**src/rtl/alarm_pkg.sv**
```systemverilog
`timescale 1ns/1ps
`default_nettype none
// +----------------------------------------------------------------------+
// | alarm_pkg : shared state encoding and default timing for alarm_ringer|
// | Revision  : 1.0                                                      |
// +----------------------------------------------------------------------+
package alarm_pkg;

    typedef enum logic [1:0] {
        IDLE    = 2'd0,
        RINGING = 2'd1,
        SNOOZE  = 2'd2
    } alarm_state_e;

    localparam int c_def_ring_timeout_s = 60;
    localparam int c_def_snooze_s       = 300;
    localparam int c_def_max_snooze     = 3;

endpackage : alarm_pkg
`default_nettype wire

```
**src/rtl/alarm_ringer.sv**
```systemverilog
`timescale 1ns/1ps
`default_nettype none
// +----------------------------------------------------------------------+
// | alarm_ringer : turns the raw alarm match into buzzer/snooze/missed    |
// | Revision     : 1.0                                                   |
// +----------------------------------------------------------------------+
module alarm_ringer
    import alarm_pkg::*;
#(
    parameter int RING_TIMEOUT_S = c_def_ring_timeout_s,
    parameter int SNOOZE_S       = c_def_snooze_s,
    parameter int MAX_SNOOZE     = c_def_max_snooze
) (
    input  logic                                clk_1Hz,
    input  logic                                rst,
    input  logic                                alarm_en,
    input  logic                                alarm_trigger,
    input  logic                                snooze_btn,
    input  logic                                stop_btn,
    output logic                                buzzer,
    output logic                                ringing,
    output logic                                snoozed,
    output logic [$clog2(MAX_SNOOZE+1)-1:0]     snooze_cnt,
    output logic [$clog2(SNOOZE_S+1)-1:0]       snooze_left,
    output logic                                missed
);

    localparam int c_rt_w   = $clog2(RING_TIMEOUT_S);
    localparam int c_cnt_w  = $clog2(MAX_SNOOZE + 1);
    localparam int c_left_w = $clog2(SNOOZE_S + 1);

    localparam logic [c_rt_w-1:0]   c_ring_last = c_rt_w'(RING_TIMEOUT_S - 1);
    localparam logic [c_rt_w-1:0]   c_rt_one    = c_rt_w'(1);
    localparam logic [c_cnt_w-1:0]  c_snz_max   = c_cnt_w'(MAX_SNOOZE);
    localparam logic [c_cnt_w-1:0]  c_cnt_one   = c_cnt_w'(1);
    localparam logic [c_left_w-1:0] c_snz_len   = c_left_w'(SNOOZE_S);
    localparam logic [c_left_w-1:0] c_left_one  = c_left_w'(1);

    alarm_state_e        state_q,       state_d;
    logic                trig_q,        trig_d;
    logic [c_rt_w-1:0]   ring_timer_q,  ring_timer_d;
    logic                beep_phase_q,  beep_phase_d;
    logic                buzzer_q,      buzzer_d;
    logic                ringing_q,     ringing_d;
    logic                snoozed_q,     snoozed_d;
    logic [c_cnt_w-1:0]  snooze_cnt_q,  snooze_cnt_d;
    logic [c_left_w-1:0] snooze_left_q, snooze_left_d;
    logic                missed_q,      missed_d;

    logic                w_trig_edge;

    // A trigger held high for the whole matching minute fires only once.
    assign w_trig_edge = alarm_trigger & ~trig_q;

    always_comb begin
        state_d       = state_q;
        trig_d        = alarm_trigger;
        ring_timer_d  = ring_timer_q;
        beep_phase_d  = beep_phase_q;
        buzzer_d      = buzzer_q;
        snooze_cnt_d  = snooze_cnt_q;
        snooze_left_d = snooze_left_q;
        missed_d      = missed_q;

        if (!alarm_en) begin
            // Disarming silences everything but leaves the missed flag visible.
            state_d       = IDLE;
            ring_timer_d  = '0;
            beep_phase_d  = 1'b0;
            buzzer_d      = 1'b0;
            snooze_cnt_d  = '0;
            snooze_left_d = '0;
        end else if (stop_btn) begin
            state_d       = IDLE;
            ring_timer_d  = '0;
            beep_phase_d  = 1'b0;
            buzzer_d      = 1'b0;
            snooze_cnt_d  = '0;
            snooze_left_d = '0;
            missed_d      = 1'b0;
        end else begin
            case (state_q)
                IDLE: begin
                    if (w_trig_edge) begin
                        state_d       = RINGING;
                        ring_timer_d  = '0;
                        beep_phase_d  = 1'b1;
                        buzzer_d      = 1'b1;
                        snooze_cnt_d  = '0;
                        snooze_left_d = '0;
                        missed_d      = 1'b0;
                    end
                end
                RINGING: begin
                    if (ring_timer_q == c_ring_last) begin
                        state_d      = IDLE;
                        ring_timer_d = '0;
                        beep_phase_d = 1'b0;
                        buzzer_d     = 1'b0;
                        missed_d     = 1'b1;
                    end else if (snooze_btn && (snooze_cnt_q < c_snz_max)) begin
                        state_d       = SNOOZE;
                        ring_timer_d  = '0;
                        beep_phase_d  = 1'b0;
                        buzzer_d      = 1'b0;
                        snooze_cnt_d  = snooze_cnt_q + c_cnt_one;
                        snooze_left_d = c_snz_len;
                    end else begin
                        beep_phase_d = ~beep_phase_q;
                        buzzer_d     = ~beep_phase_q;
                        ring_timer_d = ring_timer_q + c_rt_one;
                    end
                end
                SNOOZE: begin
                    if (snooze_left_q == c_left_one) begin
                        state_d       = RINGING;
                        snooze_left_d = '0;
                        ring_timer_d  = '0;
                        beep_phase_d  = 1'b1;
                        buzzer_d      = 1'b1;
                    end else if (snooze_left_q != '0) begin
                        snooze_left_d = snooze_left_q - c_left_one;
                    end
                end
                default: begin
                    state_d       = IDLE;
                    ring_timer_d  = '0;
                    beep_phase_d  = 1'b0;
                    buzzer_d      = 1'b0;
                    snooze_cnt_d  = '0;
                    snooze_left_d = '0;
                end
            endcase
        end

        ringing_d = (state_d == RINGING);
        snoozed_d = (state_d == SNOOZE);
    end

    always_ff @(posedge clk_1Hz or posedge rst) begin
        if (rst) begin
            state_q       <= IDLE;
            trig_q        <= 1'b0;
            ring_timer_q  <= '0;
            beep_phase_q  <= 1'b0;
            buzzer_q      <= 1'b0;
            ringing_q     <= 1'b0;
            snoozed_q     <= 1'b0;
            snooze_cnt_q  <= '0;
            snooze_left_q <= '0;
            missed_q      <= 1'b0;
        end else begin
            state_q       <= state_d;
            trig_q        <= trig_d;
            ring_timer_q  <= ring_timer_d;
            beep_phase_q  <= beep_phase_d;
            buzzer_q      <= buzzer_d;
            ringing_q     <= ringing_d;
            snoozed_q     <= snoozed_d;
            snooze_cnt_q  <= snooze_cnt_d;
            snooze_left_q <= snooze_left_d;
            missed_q      <= missed_d;
        end
    end

    assign buzzer      = buzzer_q;
    assign ringing     = ringing_q;
    assign snoozed     = snoozed_q;
    assign snooze_cnt  = snooze_cnt_q;
    assign snooze_left = snooze_left_q;
    assign missed      = missed_q;

endmodule : alarm_ringer
`default_nettype wire

```
**config.mk**
```make
export PLATFORM = sky130hd
export DESIGN_NAME = alarm_ringer
export DESIGN_NICKNAME = d
export VERILOG_FILES = /design/src/rtl/alarm_pkg.sv /design/src/rtl/alarm_ringer.sv
export SDC_FILE = /design/constraint.sdc
export NUM_CORES = 1
export LEC_CHECK = 0
export BUFFER_PORTS_ARGS = -buffer_cell sky130_fd_sc_hd__buf_2
export CORE_MARGIN = 2
export CORE_UTILIZATION = 50
export CTS_CLUSTER_SIZE = 20
export DETAILED_ROUTE_END_ITERATION = 12
export PLACE_DENSITY = 0.8
export SETUP_SLACK_MARGIN = 0.4
export SLEW_MARGIN = 20
export SYNTH_ARGS = -nofsm -noshare
export SYNTH_HDL_FRONTEND = slang
export SYNTH_SLANG_ARGS = --single-unit
export TNS_END_PERCENT = 10
```
**constraint.sdc**
```tcl
create_clock -name clk_1Hz -period 4.4 [get_ports clk_1Hz]
set_input_delay 0.66 -clock clk_1Hz [delete_from_list [all_inputs] [get_ports clk_1Hz]]
set_output_delay 0.66 -clock clk_1Hz [all_outputs]
set_load 0.005 [all_outputs]
```
==> tab_implementation.tex, run 1 <==
\begin{tabular}{lr}
\hline
Metric & Value \\
\hline
\multicolumn{2}{l}{\textbf{Outcome}} \\
\quad Run status & finished with violations \\
\quad Failing checks & design-rule violations \\
\multicolumn{2}{l}{\textbf{Cells and area}} \\
\quad Filler Cell Count & 257 \\
\quad Leading cell type in the layout, fill and taps excluded & dfrtp\_1 \\
\quad Synth-to-Final Area Change & 10.9\% \\
\quad Layout cell share with drive strength beyond 1 & 17.1\% \\
\quad Area of all placed cells without fillers & 1670 µm² \\
\quad Fin nets & 203 \\
\quad Most frequent cells in the layout & dfrtp\_1 (24), buf\_2 (20), nand2\_1 (17) \\
\quad Non-filler cells, final & 218 \\
\quad Number of diodes added for antenna fixing & 0 \\
\quad Utilization of the core after routing & 59.5\% \\
\multicolumn{2}{l}{\textbf{Yosys}} \\
\quad Most used flip-flop cell after synthesis & dfrtp\_1 \\
\quad Cell Area, Synth & 1510 µm² \\
\quad Count of mapped cells out of synthesis & 166 \\
\quad Number of nets produced by synthesis & 181 \\
\quad Share of the yosys chip area belonging to registers & 39.9\% \\
\quad Number of synthesis warnings & 0 \\
\quad Number of enable-type register cells in the synthesized netlist & 0 \\
\quad Post-synthesis area per instance & 9.07 µm² \\
\quad Async set or reset register ratio after synthesis & 100\% \\
\quad Count of distinct cell types in the synthesized netlist & 43 \\
\quad Seq cells post-synth & 24 \\
\multicolumn{2}{l}{\textbf{CTS}} \\
\quad Setup bufs post-CTS & 0 \\
\quad Clock tree root driver cell & clkbuf\_4 \\
\quad Source-to-sink clock delay at the later pin of the worst-skew pair & 0.31 ns \\
\quad Deepest clock path buffer count & 2 \\
\quad Clock tree from TritonCTS & done \\
\quad Number of buffers created by CTS & 3 \\
\quad CTS HTree Levels & 1 \\
\quad Clock sink count & 24 \\
\quad Post-cts hold buffer count & 0 \\
\quad Post-CTS sizing & 0 \\
\quad Clock transition at path regs & 0.13 ns \\
\multicolumn{2}{l}{\textbf{Setup path}} \\
\quad Kind of start point of the critical path & flop \\
\quad Startpoint of the most critical register-to-register path & snooze\_left[4] \\
\quad Worst Setup Path Type & flop to flop \\
\quad Largest fanout of any net on the critical path & 9 \\
\quad Number of cells on the worst reg-to-reg path & 5 \\
\quad Worst flop-to-flop path endpoint & snooze\_left[4] \\
\quad Category of the worst setup path capture point & flop \\
\quad Reg2Reg Setup Slack & 2.16 ns \\
\quad Arr. time, crit path & 2.47 ns \\
\quad Data required, critical path & 4.63 ns \\
\multicolumn{2}{l}{\textbf{Timing}} \\
\quad Worst relative slew slack & 39.4\% \\
\quad Top achievable clock speed & 447 MHz \\
\quad Slew at the pin closest to its max-slew limit & 0.909 ns \\
\quad Worst-case clock skew & 0.00865 ns \\
\quad Final TNS setup & 0 ns \\
\quad Final Hold Viols & 0 \\
\quad Final period util & 50.8\% \\
\quad Setup repair after global routing missed its margin & false \\
\quad Number of pins exceeding their max-slew limit in the final report & 0 \\
\quad Total of endpoints with negative setup slack in the final report & 0 \\
\quad Clock period minus worst slack & 2.24 ns \\
\multicolumn{2}{l}{\textbf{Global route}} \\
\quad Initial antenna violation count & 0 \\
\quad Wire length of the first global-routing pass & 5870 µm \\
\quad Maximum number of pins on one net before global-route repair & 25 \\
\quad Overall track demand over capacity in global routing & 21.9\% \\
\quad Remaining global-route overflow & 0 \\
\quad Via count of the first global-routing pass & 1,359 \\
\multicolumn{2}{l}{\textbf{Route}} \\
\quad Number of design rule violations left after detail routing & 3 \\
\quad Count of routing violations after the opening detailed-route iteration & 119 \\
\quad Vias after detailed routing & 1,400 \\
\quad Post-detailed-route count of antenna-violating nets & 0 \\
\quad Iteration count of the initial detailed-routing pass & 8 \\
\quad Mean routed wirelength per cell & 15.3 µm \\
\quad Sum of routed wire length over all layers & 3330 µm \\
\quad Routed vias/inst & 6.42 \\
\multicolumn{2}{l}{\textbf{Worst hold path}} \\
\quad Worst hold-check path type & input port to flop \\
\quad Depth of the worst hold-timing path & 1 \\
\quad Start point of the worst min-delay path & alarm\_trigger \\
\quad Worst Hold Path EP & trig\_q \\
\multicolumn{2}{l}{\textbf{Placed design}} \\
\quad Half-perimeter wire length after detailed placement & 2480 µm \\
\quad Post-placement cell area & 1630 µm² \\
\quad Total placed cells including tap cells & 214 \\
\quad Routability congestion estimate from global placement & 0.938 \\
\quad IO buf count & 20 \\
\multicolumn{2}{l}{\textbf{Power and ir drop}} \\
\quad Leakage Power & 0.759 nW \\
\quad Pwr dens & 223 nW/µm² \\
\quad Final Power & 0.000373 W \\
\quad Peak ir drop on the vdd network & 0.124 mV \\
\multicolumn{2}{l}{\textbf{Floorplanning}} \\
\quad Starting density of the core & 53.7\% \\
\quad Number of ports placed on the die boundary & 21 \\
\quad Die Footprint & 3470 µm² \\
\quad Number of placement rows & 19 \\
\quad DIE HEIGHT & 58.9 µm \\
\quad Die Wd & 58.9 µm \\
\quad Core Footprint & 2810 µm² \\
\multicolumn{2}{l}{\textbf{Flow run}} \\
\quad Max\_cap viols & 0 \\
\hline
\end{tabular}
==> cells in the mapped netlist, types with 3 or more instances <==
library cell | instances | area share, %
nand3_1 | 8 | 2.7
a21oi_1 | 8 | 2.7
nor3_1 | 8 | 2.7
nor2b_1 | 5 | 2.1
o31ai_1 | 6 | 3.0
nand2_1 | 17 | 4.2
nor2_1 | 5 | 1.2
ha_1 | 9 | 7.5
or3_1 | 3 | 1.2
nor3b_1 | 3 | 1.5
dfrtp_1 | 24 | 40
clkbuf_1 | 3 | 0.75
a31oi_1 | 5 | 2.1
inv_1 | 8 | 2.0
o21ai_0 | 16 | 5.3
nor4_1 | 3 | 1.2
nand2b_1 | 6 | 2.5
==> cell type report <==
class	count	area [µm²]	share of cell area [%]
Timing Repair Buffer	20	100	5.99
Tap cell	31	38.8	2.32
Clock buffer	4	36.3	2.17
Inverter	8	30.0	1.80
Multi-Input combinational cell	131	865	51.8
Sequential cell	24	601	36.0
==> how the worst max path moves through the flow <==
stage                        start              end  slack [ns]  cells past startpoint
floorplan           snooze_left[1]  ring_timer_q[4]        2.39                      7
global placement          alarm_en   snooze_left[8]        2.26                      6
detailed placement      state_q[1]   snooze_left[4]        2.17                      7
CTS                 snooze_left[4]   snooze_left[4]        2.15                      5
global route        snooze_left[4]   snooze_left[4]        1.96                      5
finish              snooze_left[4]   snooze_left[4]        2.16                      5
==> flip-flops by register name (all words and copies together), names as in the netlist <==
signal	count
ringing	1
missed	1
buzzer	1
snooze_left	9
snooze_cnt	2
trig_q	1
state_q	2
snoozed	1
ring_timer_q	6
==> layer usage <==
metal,share of wire (%),global-route usage [%]
met4,4.0,14.6
met5,0,0
met2,46,34.0
met3,4.4,2.42
met1,45,28.7
==> stage by stage <==
step	hold slack (ns)	worst slack, ns
after floorplan	0.467	2.39
after global placement	0.492	2.26
after detailed placement	0.493	2.17
after CTS	0.452	2.15
after global routing	0.457	1.96
final	0.468	2.16
==> where the power goes <==
| group | internal [W] | total (W) | leakage (nW) | switching (W) |
|---|---|---|---|---|
| clock | 0.0000506 | 0.000115 | 0.0210 | 0.0000642 |
| sequential | 0.000222 | 0.000224 | 0.332 | 0.00000120 |
| combinational | 0.0000106 | 0.0000343 | 0.406 | 0.0000237 |
==> critical path, stage by stage, from the launching register on <==
cell	delay [ns]
dfrtp_1	0.48
nor4_1	0.68
nand4_1	0.26
a31oi_2	0.47
o21ai_0	0.17
o31ai_1	0.09
==> cell families (layout without fill, tap and decap cells) <==
logic type | count (synthesis) | in the layout | share of synthesized area, %
simple gates | 68 | 68 | 25.2
compound gates | 53 | 53 | 24.0
flops | 24 | 24 | 39.9
buf+inv | 11 | 32 | 2.74
fa+ha+maj | 9 | 9 | 7.48
mux | 1 | 1 | 0.747
(Power assumes the default switching activity.)
==> run 2, diff against run 1 <==
Clock period 4.4 ns to 2.2 ns, I/O delays scaled along.
==> run 2 against run 1 <==
Compared with the run above:
- the flow still finishes with violations (design-rule violations)
- routed wire length is 18% higher
- non-clock buffer count is 23 higher
- cell count is 11% higher
- critical path type unchanged
- highest routed layer unchanged
==> tab_implementation.tex, run 2 (same netlist as run 1, synthesis figures left out) <==
\begin{tabular}{lr}
\hline
Metric & Value \\
\hline
\multicolumn{2}{l}{\textbf{Power and ir drop}} \\
\quad Leakage Power & 0.893 nW (was 0.759 nW) \\
\quad Pwr dens & 448 nW/µm² (was 223 nW/µm²) \\
\quad Final Power & 0.000859 W (was 0.000373 W) \\
\quad Peak ir drop on the vdd network & 0.273 mV (was 0.124 mV) \\
\multicolumn{2}{l}{\textbf{Timing}} \\
\quad Total of endpoints with negative setup slack in the final report & 0 (unchanged) \\
\quad Worst-case clock skew & 0.00182 ns (was 0.00865 ns) \\
\quad Worst relative slew slack & 56.9\% (was 39.4\%) \\
\quad Top achievable clock speed & 488 MHz (was 447 MHz) \\
\quad Setup repair after global routing missed its margin & true (was false) \\
\quad Number of pins exceeding their max-slew limit in the final report & 0 (unchanged) \\
\quad Slew at the pin closest to its max-slew limit & 0.637 ns (was 0.909 ns) \\
\quad Clock period minus worst slack & 2.05 ns (was 2.24 ns) \\
\quad Final TNS setup & 0 ns (unchanged) \\
\quad Final Hold Viols & 0 (unchanged) \\
\quad Final period util & 93.2\% (was 50.8\%) \\
\multicolumn{2}{l}{\textbf{Global route}} \\
\quad Via count of the first global-routing pass & 1,411 (was 1,359) \\
\quad Overall track demand over capacity in global routing & 24.3\% (was 21.9\%) \\
\quad Global-route track usage on met1 & 33.7\% (was 28.7\%) \\
\quad Maximum number of pins on one net before global-route repair & 25 (unchanged) \\
\quad Remaining global-route overflow & 0 (unchanged) \\
\quad Initial antenna violation count & 0 (unchanged) \\
\quad Wire length of the first global-routing pass & 6520 µm (was 5870 µm) \\
\quad Met2 usage in global routing & 38.9\% (was 34.0\%) \\
\quad Global routing met3 resource utilization & 4.18\% (was 2.42\%) \\
\quad Global route hottest layer & met2 (unchanged) \\
\multicolumn{2}{l}{\textbf{Placed design}} \\
\quad Post-placement cell area & 1730 µm² (was 1630 µm²) \\
\quad Half-perimeter wire length after detailed placement & 2650 µm (was 2480 µm) \\
\quad IO buf count & 20 (unchanged) \\
\quad Routability congestion estimate from global placement & 0.883 (was 0.938) \\
\multicolumn{2}{l}{\textbf{Setup path}} \\
\quad Largest fanout of any net on the critical path & 4 (was 9) \\
\quad Category of the worst setup path capture point & flop (unchanged) \\
\quad Startpoint of the most critical register-to-register path & snooze\_left[1] (was snooze\_left[4]) \\
\quad Arr. time, crit path & 2.32 ns (was 2.47 ns) \\
\quad Worst flop-to-flop path endpoint & ring\_timer\_q[4] (was snooze\_left[4]) \\
\quad Worst Setup Path Type & flop to flop (unchanged) \\
\quad Crit. Startpoint & snooze\_left[1] (was snooze\_left[4]) \\
\quad Data required, critical path & 2.47 ns (was 4.63 ns) \\
\quad Reg2Reg Setup Slack & 0.15 ns (was 2.16 ns) \\
\quad Number of cells on the worst reg-to-reg path & 7 (was 5) \\
\quad Kind of start point of the critical path & flop (unchanged) \\
\quad Capture point of the critical path & ring\_timer\_q[4] (was snooze\_left[4]) \\
\multicolumn{2}{l}{\textbf{Cells and area}} \\
\quad Area of all placed cells without fillers & 1920 µm² (was 1670 µm²) \\
\quad Synth-to-Final Area Change & 27.2\% (was 10.9\%) \\
\quad Filler Cell Count & 209 (was 257) \\
\quad Utilization of the core after routing & 68.3\% (was 59.5\%) \\
\quad Most frequent cells in the layout & buf\_4 (23), dfrtp\_1 (22), buf\_2 (20) (was dfrtp\_1 (24), buf\_2 (20), nand2\_1 (17)) \\
\quad Fin nets & 226 (was 203) \\
\quad Layout cell share with drive strength beyond 1 & 31.9\% (was 17.1\%) \\
\quad Number of diodes added for antenna fixing & 0 (unchanged) \\
\quad Leading cell type in the layout, fill and taps excluded & buf\_4 (was dfrtp\_1) \\
\quad Flip-flop count of the largest register, all copies and words added & 9 (unchanged) \\
\multicolumn{2}{l}{\textbf{Route}} \\
\quad Post-detailed-route count of antenna-violating nets & 0 (unchanged) \\
\quad Vias after detailed routing & 1,535 (was 1,400) \\
\quad Routed vias/inst & 6.37 (was 6.42) \\
\quad Iteration count of the initial detailed-routing pass & 8 (unchanged) \\
\quad Sum of routed wire length over all layers & 3950 µm (was 3330 µm) \\
\quad Number of design rule violations left after detail routing & 2 (was 3) \\
\quad Count of routing violations after the opening detailed-route iteration & 135 (was 119) \\
\quad Mean routed wirelength per cell & 16.4 µm (was 15.3 µm) \\
\multicolumn{2}{l}{\textbf{CTS}} \\
\quad Clock tree from TritonCTS & done (unchanged) \\
\quad CTS HTree Levels & 1 (unchanged) \\
\quad Deepest clock path buffer count & 2 (unchanged) \\
\quad Clock transition at path regs & 0.13 ns (about the same) \\
\quad Clock tree root driver cell & clkbuf\_4 (unchanged) \\
\quad Source-to-sink clock delay at the later pin of the worst-skew pair & 0.32 ns (was 0.31 ns) \\
\quad Clock sink count & 24 (unchanged) \\
\quad Number of buffers created by CTS & 3 (unchanged) \\
\quad Post-cts hold buffer count & 0 (unchanged) \\
\multicolumn{2}{l}{\textbf{Floorplanning}} \\
\quad Die Footprint & 3470 µm² (unchanged) \\
\quad Number of placement rows & 19 (unchanged) \\
\quad Core Footprint & 2810 µm² (unchanged) \\
\quad Die Wd & 58.9 µm (unchanged) \\
\quad Number of ports placed on the die boundary & 21 (unchanged) \\
\quad Starting density of the core & 53.7\% (unchanged) \\
\quad DIE HEIGHT & 58.9 µm (unchanged) \\
\multicolumn{2}{l}{\textbf{Outcome}} \\
\quad Run status & finished with violations (unchanged) \\
\quad Failing checks & design-rule violations (unchanged) \\
\multicolumn{2}{l}{\textbf{Flow run}} \\
\quad Max\_cap viols & 0 (unchanged) \\
\multicolumn{2}{l}{\textbf{Worst hold path}} \\
\quad Worst hold-check path type & input port to async pin (was input port to flop) \\
\hline
\end{tabular}
==> run 2: how the worst min path moves through the flow <==
stage                     startpoint        endpoint  depth (start not counted)
after CTS                        rst         snoozed                          3
after global placement           rst          buzzer                          3
after detailed placement         rst         snoozed                          3
after floorplan                  rst          buzzer                          1
after global routing             rst  snooze_left[6]                          3
final                            rst         snoozed                          3
==> run 2: critical path: stages, from the launching register on <==
cell and delay, ns:
dfrtp_1 0.42, inv_2 0.09, ha_4 0.13, or4b_4 0.49
o21ai_4 0.22, a21oi_4 0.09, or4b_4 0.51, nand3_2 0.07
==> run 2: power breakdown <==
group	switching [W]	internal, W
Combinational	0.0000546	0.0000368
Clock	0.000137	0.000184
Sequential	0.00000235	0.000445
Total	0.000194	0.000666
==> run 2: area by class of cell <==
| class | count | area (µm²) | share of cell area, % |
|---|---|---|---|
| clock buffer | 3 | 22.5 | 1.17 |
| clock inverter | 1 | 30.0 | 1.57 |
| inverter | 8 | 30.0 | 1.57 |
| multi-input combinational | 131 | 920 | 48.0 |
| sequential | 24 | 603 | 31.5 |
| tap | 31 | 38.8 | 2.02 |
| timing repair buffer | 43 | 273 | 14.2 |
==> run 2: per-stage QoR <==
| step | setup slack, ns | instances | hold slack (ns) |
|---|---|---|---|
| after floorplan | 0.217 | 166 | 0.345 |
| after global placement | 0.169 | 224 | 0.384 |
| after detailed placement | 0.111 | 224 | 0.388 |
| after CTS | 0.203 | 234 | 0.0210 |
| after global routing | 0.0959 | 241 | 0.0365 |
| final | 0.150 | 241 | 0.0169 |
==> run 2: what timing repair did <==
action,CTS,global route
pin swaps,2,3
hold endpoints to repair,0,0
setup buffers,6,7
resized for setup,3,9
endpoints found under the setup margin,19,22
==> run 2: per-layer routing <==
layer  routed length, µm  vias to the layer above
met5                   0                        -
met4                  59                        0
met3                 315                        7
met2                1830                       74
met1                1740                      732
li1                    -                      722
